**config.mk**
```make
export PLATFORM = sky130hd
export DESIGN_NAME = execute_stage
export DESIGN_NICKNAME = d
export VERILOG_FILES = /design/src/rtl/mips_pkg.sv /design/src/rtl/seq_multiplier.sv /design/src/rtl/execute_stage.sv
export SDC_FILE = /design/constraint.sdc
export NUM_CORES = 1
export LEC_CHECK = 0
export ABC_AREA = 1
export CAP_MARGIN = 20
export CORE_AREA = 2 2 188 153
export CTS_BUF_LIST = sky130_fd_sc_hd__clkbuf_2
export CTS_CLUSTER_DIAMETER = 30
export DETAILED_ROUTE_END_ITERATION = 8
export DIE_AREA = 0 0 190 155
export PLACE_DENSITY = 0.63
export SYNTH_ARGS = -nofsm -noshare
export SYNTH_HDL_FRONTEND = slang
export SYNTH_SLANG_ARGS = --single-unit
```
**constraint.sdc**
```tcl
create_clock -name CLK -period 3.9 [get_ports CLK]
set_input_delay 0.78 -clock CLK [delete_from_list [all_inputs] [get_ports CLK]]
set_output_delay 0.78 -clock CLK [all_outputs]
set_load 0.05 [all_outputs]
```
**src/rtl/mips_pkg.sv**
```systemverilog
// Shared encodings for the MIPS execute stage: ALU operations, forward
// selects and the iterative multiplier state.
package mips_pkg;

  localparam logic [2:0] ALU_AND  = 3'b000;
  localparam logic [2:0] ALU_OR   = 3'b001;
  localparam logic [2:0] ALU_ADD  = 3'b010;
  localparam logic [2:0] ALU_MUL  = 3'b011;
  localparam logic [2:0] ALU_ANDN = 3'b100;
  localparam logic [2:0] ALU_ORN  = 3'b101;
  localparam logic [2:0] ALU_SUB  = 3'b110;
  localparam logic [2:0] ALU_SLT  = 3'b111;

  localparam logic [1:0] FWD_RF  = 2'b00;
  localparam logic [1:0] FWD_WB  = 2'b01;
  localparam logic [1:0] FWD_MEM = 2'b10;

  typedef enum logic [1:0] {
    MUL_IDLE = 2'd0,
    MUL_BUSY = 2'd1,
    MUL_DONE = 2'd2
  } mul_state_t;

endpackage

```
**src/rtl/seq_multiplier.sv**
```systemverilog
// Iterative shift-add multiplier: one step per cycle for WIDTH cycles,
// then a single DONE cycle presenting the low WIDTH bits of the product.
module seq_multiplier
  import mips_pkg::*;
#(
  parameter int WIDTH = 32
) (
  input  logic             CLK,
  input  logic             Reset,
  input  logic             start,
  input  logic [WIDTH-1:0] a,
  input  logic [WIDTH-1:0] b,
  output logic             busy,
  output logic             done,
  output logic [WIDTH-1:0] product
);

  localparam int CW = $clog2(WIDTH) + 1;

  mul_state_t     state, state_n;
  logic [CW-1:0]  cnt;
  logic [WIDTH-1:0] acc, mcand, mplier;

  // State register
  always_ff @(posedge CLK or negedge Reset) begin
    if (!Reset) state <= MUL_IDLE;
    else        state <= state_n;
  end

  // Next state and busy/done flags
  always_comb begin
    state_n = state;
    busy    = 1'b0;
    done    = 1'b0;
    unique case (state)
      MUL_IDLE: begin
        if (start) begin
          busy    = 1'b1;
          state_n = MUL_BUSY;
        end
      end
      MUL_BUSY: begin
        busy = 1'b1;
        if (cnt == CW'(WIDTH - 1)) state_n = MUL_DONE;
      end
      MUL_DONE: begin
        done    = 1'b1;
        state_n = MUL_IDLE;
      end
      default: state_n = MUL_IDLE;
    endcase
  end

  // Operand load on start, then one shift-add step per BUSY cycle
  always_ff @(posedge CLK or negedge Reset) begin
    if (!Reset) begin
      cnt    <= '0;
      acc    <= '0;
      mcand  <= '0;
      mplier <= '0;
    end else begin
      if (state == MUL_IDLE && start) begin
        cnt    <= '0;
        acc    <= '0;
        mcand  <= a;
        mplier <= b;
      end else if (state == MUL_BUSY) begin
        if (mplier[0]) acc <= acc + mcand;
        mcand  <= mcand << 1;
        mplier <= mplier >> 1;
        cnt    <= cnt + 1'b1;
      end
    end
  end

  assign product = acc;

endmodule

```
**src/rtl/execute_stage.sv**
```systemverilog
// MIPS execute stage: forward muxes, ALU, destination select and the
// EX/MEM pipeline register. Define EXECUTE_MUL_EN to build in the
// iterative multiplier; otherwise MUL yields 0 in a single cycle.
module execute_stage
  import mips_pkg::*;
#(
  parameter int WIDTH = 32
) (
  input  logic             CLK,
  input  logic             Reset,
  input  logic [WIDTH-1:0] RD1E,
  input  logic [WIDTH-1:0] RD2E,
  input  logic [4:0]       RtE,
  input  logic [4:0]       RdE,
  input  logic [WIDTH-1:0] signImmE,
  input  logic             RegWriteE,
  input  logic             MemtoRegE,
  input  logic             MemWriteE,
  input  logic             ALUSrcE,
  input  logic             RegDstE,
  input  logic [2:0]       ALUControlE,
  input  logic [1:0]       ForwardAE,
  input  logic [1:0]       ForwardBE,
  input  logic [WIDTH-1:0] ResultW,
  output logic [4:0]       WriteRegE,
  output logic             MulBusyE,
  output logic             RegWriteM,
  output logic             MemtoRegM,
  output logic             MemWriteM,
  output logic [WIDTH-1:0] ALUOutM,
  output logic [WIDTH-1:0] WriteDataM,
  output logic [4:0]       WriteRegM
);

  logic [WIDTH-1:0] src_a, fwd_b, src_b, alu_out;
  logic             nxt_rw, nxt_mr, nxt_mw;
  logic [WIDTH-1:0] nxt_alu, nxt_wd;
  logic [4:0]       nxt_wr;

  // Operand forwarding and immediate select
  always_comb begin
    unique case (ForwardAE)
      FWD_WB:  src_a = ResultW;
      FWD_MEM: src_a = ALUOutM;
      default: src_a = RD1E;
    endcase
    unique case (ForwardBE)
      FWD_WB:  fwd_b = ResultW;
      FWD_MEM: fwd_b = ALUOutM;
      default: fwd_b = RD2E;
    endcase
    src_b = ALUSrcE ? signImmE : fwd_b;
  end

  assign WriteRegE = RegDstE ? RdE : RtE;

  // Single-cycle ALU; MUL contributes nothing here
  always_comb begin
    alu_out = '0;
    unique case (ALUControlE)
      ALU_AND:  alu_out = src_a & src_b;
      ALU_OR:   alu_out = src_a | src_b;
      ALU_ADD:  alu_out = src_a + src_b;
      ALU_ANDN: alu_out = src_a & ~src_b;
      ALU_ORN:  alu_out = src_a | ~src_b;
      ALU_SUB:  alu_out = src_a - src_b;
      ALU_SLT:  alu_out = {{(WIDTH-1){1'b0}}, ($signed(src_a) < $signed(src_b))};
      default:  alu_out = '0;
    endcase
  end

`ifdef EXECUTE_MUL_EN
  logic             mul_req, mul_accept, mul_pend, mul_busy, mul_done;
  logic [WIDTH-1:0] mul_prod, cap_b;
  logic [4:0]       cap_wr;
  logic             cap_rw, cap_mr, cap_mw;

  assign mul_req    = (ALUControlE == ALU_MUL) && (RegWriteE || MemWriteE || MemtoRegE);
  // mul_pend covers BUSY and DONE so a MUL held in ID/EX is not re-accepted
  assign mul_accept = mul_req && !mul_pend && Reset;

  seq_multiplier #(.WIDTH(WIDTH)) u_mul (
    .CLK     (CLK),
    .Reset   (Reset),
    .start   (mul_accept),
    .a       (src_a),
    .b       (src_b),
    .busy    (mul_busy),
    .done    (mul_done),
    .product (mul_prod)
  );

  assign MulBusyE = mul_busy;

  // Track an accepted multiply and capture its writeback context
  always_ff @(posedge CLK or negedge Reset) begin
    if (!Reset) begin
      mul_pend <= 1'b0;
      cap_b    <= '0;
      cap_wr   <= '0;
      cap_rw   <= 1'b0;
      cap_mr   <= 1'b0;
      cap_mw   <= 1'b0;
    end else if (mul_done) begin
      mul_pend <= 1'b0;
    end else if (mul_accept) begin
      mul_pend <= 1'b1;
      cap_b    <= src_b;
      cap_wr   <= WriteRegE;
      cap_rw   <= RegWriteE;
      cap_mr   <= MemtoRegE;
      cap_mw   <= MemWriteE;
    end
  end
`else
  assign MulBusyE = 1'b0;
`endif

  // EX/MEM next value: E-stage, multiply bubble, or multiply result
  always_comb begin
    nxt_rw  = RegWriteE;
    nxt_mr  = MemtoRegE;
    nxt_mw  = MemWriteE;
    nxt_alu = alu_out;
    nxt_wd  = fwd_b;
    nxt_wr  = WriteRegE;
`ifdef EXECUTE_MUL_EN
    if (mul_done) begin
      nxt_rw  = cap_rw;
      nxt_mr  = cap_mr;
      nxt_mw  = cap_mw;
      nxt_alu = mul_prod;
      nxt_wd  = cap_b;
      nxt_wr  = cap_wr;
    end else if (mul_busy) begin
      nxt_rw  = 1'b0;
      nxt_mr  = 1'b0;
      nxt_mw  = 1'b0;
      nxt_alu = '0;
      nxt_wd  = '0;
      nxt_wr  = '0;
    end
`endif
  end

  // EX/MEM pipeline register
  always_ff @(posedge CLK or negedge Reset) begin
    if (!Reset) begin
      RegWriteM  <= 1'b0;
      MemtoRegM  <= 1'b0;
      MemWriteM  <= 1'b0;
      ALUOutM    <= '0;
      WriteDataM <= '0;
      WriteRegM  <= '0;
    end else begin
      RegWriteM  <= nxt_rw;
      MemtoRegM  <= nxt_mr;
      MemWriteM  <= nxt_mw;
      ALUOutM    <= nxt_alu;
      WriteDataM <= nxt_wd;
      WriteRegM  <= nxt_wr;
    end
  end

endmodule
```
==> flow_summary.yaml, run 1 <==
clocking:
  cts_tree: "yes"
  path_clk_slew_ns: 0.30
  htreeDepth: 3
  cts_num_sinks: 72
  cts_buffer_depth: 2
  cts_root_buffer: "clkbuf_2"
  worstSkewPairLatency_ns: 0.65
  cts_buffers: 9
timing:
  tightest_slew_ns: 0.657
  slew_headroom: 0.561
  clock_skew_ns: 0.0711
  setup_violations: 0
  hold_viol_final: 0
  finalCriticalPeriod_ns: 3.77
  grt_setup_unrepaired: "true"
  drv_slew: 0
  fin_hold_ws_ns: 0.535
  post-route-period-util: 0.968
  fmax_mhz: 265
pwr:
  power_density_nw_per_um2: 385
  p_leak_nw: 7.89
  peakVddDrop_mv: 0.197
run_status:
  status: "completed"
logic_synthesis:
  yosys_warnings: 0
  synthFlopType: "dfrtp_1"
  netlist_instances: 1744
  syn_area_per_cell_um2: 5.63
  synth_nets: 1966
  ys_seq_elements: 72
  syn_area_um2: 9820
  synth_edf_count: 0
  ys_seq_area_frac: 0.183
  synthArstFlopShare: 1.00
  yosysUniqueCellTypes: 45
place:
  gp_congestion: 1.00
  dp_cells: 2582
  port_buffers: 228
  place_area_um2: 14700
  dp_hpwl_um: 40100
setup_path:
  crit_required_ns: 4.34
  startpoint_type: "primary input"
  path_class: "in -> reg"
  endpoint_kind: "register"
  reg2reg_slack_ns: 0.75
  crit_fanout: 8
  crit_arrival_ns: 4.22
routing:
  drtAntennaViolNets: 0
  vias_per_cell: 5.13
  drc: 0
  drt-pass1-iter-count: 8
  vias: 13400
  drtIter0Drc: 1528
  wire_per_inst_um: 18.5
  totalWireLength_um: 48300
global_route:
  overflow: 0
  antenna_found_initial: 3
  grt_usage: 0.322
  grt_pass1_wl_um: 72000
  grt_max_degree: 73
  first_global_vias: 12100
worst_hold_path:
  hp-class: "in -> reg"
run:
  maxCapViolations: 0
floorplan:
  die_h_um: 155
  dieArea_um2: 29500
  ios: 230
  row_count: 55
  core_um2: 27700
  die_x_um: 190
  initial_core_util: 0.354
layout:
  drive_gt1_frac: 0.187
  area_delta_synth_final_pct: 51.4
  layout.nets: 2447
  final_cells: 2603
  final_cell_area_um2: 14900
metal layers:
| layer | global-route usage | wire length (um) |
|---|---|---|
| met1 | 0.498 | 22600 |
| met2 | 0.470 | 19400 |
| met3 | 0.0532 | 5600 |
| met4 | 0.0480 | 672 |
| met5 | 0 | 15 |
synthesized netlist by cell type (2+ instances only):
library cell	count	area [um^2]
dfrtp_1	72	1800
inv_1	295	1110
o221ai_1	4	35.0
o21bai_1	10	75.1
clkbuf_2	2	10.0
nand4_1	20	125
and2_1	2	12.5
o21ai_2	27	236
ha_1	68	851
and3_1	2	12.5
fa_1	2	40.0
or2_0	4	25.0
nand2_1	547	2050
nand3b_1	5	37.5
buf_2	28	140
a221o_1	2	20.0
or2_2	11	68.8
o21a_1	3	22.5
xor2_1	9	78.8
mux2_2	5	56.3
buf_1	3	11.3
nand3_1	187	936
o2111ai_1	2	17.5
o211ai_1	2	15.0
buf_6	4	45.0
a31oi_1	5	31.3
nor2_1	113	424
or2_1	2	12.5
nand2_2	2	12.5
clkbuf_1	32	120
a22o_1	3	26.3
a21boi_0	2	15.0
o21ai_1	22	110
o21ai_0	105	526
inv_2	20	75.1
nor3_1	12	60.1
a21oi_1	102	510
repair_timing:
action / in CTS / in global routing
buffers inserted: 0 / 0
endpoints found under the hold margin: 0 / 7
hold buffers: 0 / 1
endpoints found under the setup margin: 0 / 21
gates resized for setup: 0 / 26
stage by stage:
stage / util / TNS, ns / worst slack, ns / power, mW
floorplan: - / 0 / 0.416 / 3.10
global placement: 0.529 / -12.48 / -0.554 / 5.07
detailed placement: 0.529 / -11.31 / -0.528 / 5.09
CTS: 0.533 / 0 / 0.119 / 5.61
global route: 0.536 / -0.0385 / -0.0206 / 6.08
finish: 0.536 / 0 / 0.127 / 5.72
state kept, by name, indices dropped and copies added, names as in the netlist:
register	cells
RegWriteM	1
WriteRegM	5
MemWriteM	1
MemtoRegM	1
ALUOutM	32
WriteDataM	32
cells by family (layout without fill, tap and decap cells):
family,after synthesis,in the layout,synth area share
compound gates,294,294,0.172
xor+xnor,9,9,0.00803
fa+ha+maj,70,70,0.0907
buf+inv,385,871,0.154
flops,72,72,0.183
mux,5,5,0.00573
other cells,1,4,0.000382
simple gates,908,908,0.385
worst max-delay path, cell delays in order:
cell	delay, ns
clkdlybuf4s50_1	0.52
inv_1	0.06
ha_1	0.31
a22o_1	0.25
o21ai_1	0.23
buf_4	0.16
nand2_1	0.04
o21ai_1	0.11
buf_4	0.15
inv_1	0.04
ha_1	0.22
inv_1	0.11
o21ai_0	0.14
buf_4	0.17
nand2_1	0.04
nand2_1	0.07
nand2_1	0.07
nand3_1	0.13
buf_4	0.18
xor2_1	0.13
nand2_1	0.12
nand4_1	0.18
where the power goes:
| part | internal, mW | total (mW) | switching, mW | leakage, nW |
|---|---|---|---|---|
| sequential | 0.868 | 0.985 | 0.117 | 0.866 |
| clock | 0.156 | 0.514 | 0.359 | 0.0733 |
| combinational | 1.71 | 4.22 | 2.51 | 6.95 |
| total | 2.74 | 5.72 | 2.99 | 7.89 |
worst paths after layout:
path,startpoint,end,depth (start not counted)
max reg2reg,ALUOutM[4],ALUOutM[12],19
max in group asynchronous,Reset,ALUOutM[6],3
min,MemWriteE,MemWriteM,1
max,ForwardBE[1],ALUOutM[12],22
min in group asynchronous,Reset,WriteDataM[31],2
min reg2reg,ALUOutM[18],WriteDataM[18],4
layout make-up:
type,count,area [um^2]
tap,370,463
multi-input combinational,1287,6550
timing repair buffer,540,4740
clock buffer,9,45.0
sequential,72,1800
clock inverter,7,77.6
inverter,315,1180
antenna,3,7.51
fill,2797,12900
cells in the final DEF (no fill, tap or decap), types with 9 or more instances in the layout:
cell             Yosys  layout
or2_2               11      11
a21oi_1            102      99
o21bai_1            10      10
nand2_1            547     545
clkdlybuf4s50_1      0     227
nor2_1             113     110
nand4_1             20      20
o21ai_1             22      29
buf_4                1     303
dfrtp_1             72      72
inv_2               20      23
ha_1                68      62
o21ai_2             27      29
xor2_1               9       9
inv_1              295     292
nor3_1              12      12
nand3_1            187     187
o21ai_0            105      96
clkbuf_2             2       9
No activity file was read; power rests on OpenSTA's default activity.
==> run 2: changes to the inputs <==
CTS_CLUSTER_SIZE = 40   (was default)
==> results of run 2 <==
Final layout, timing and power as in run 1 (identical DEF).
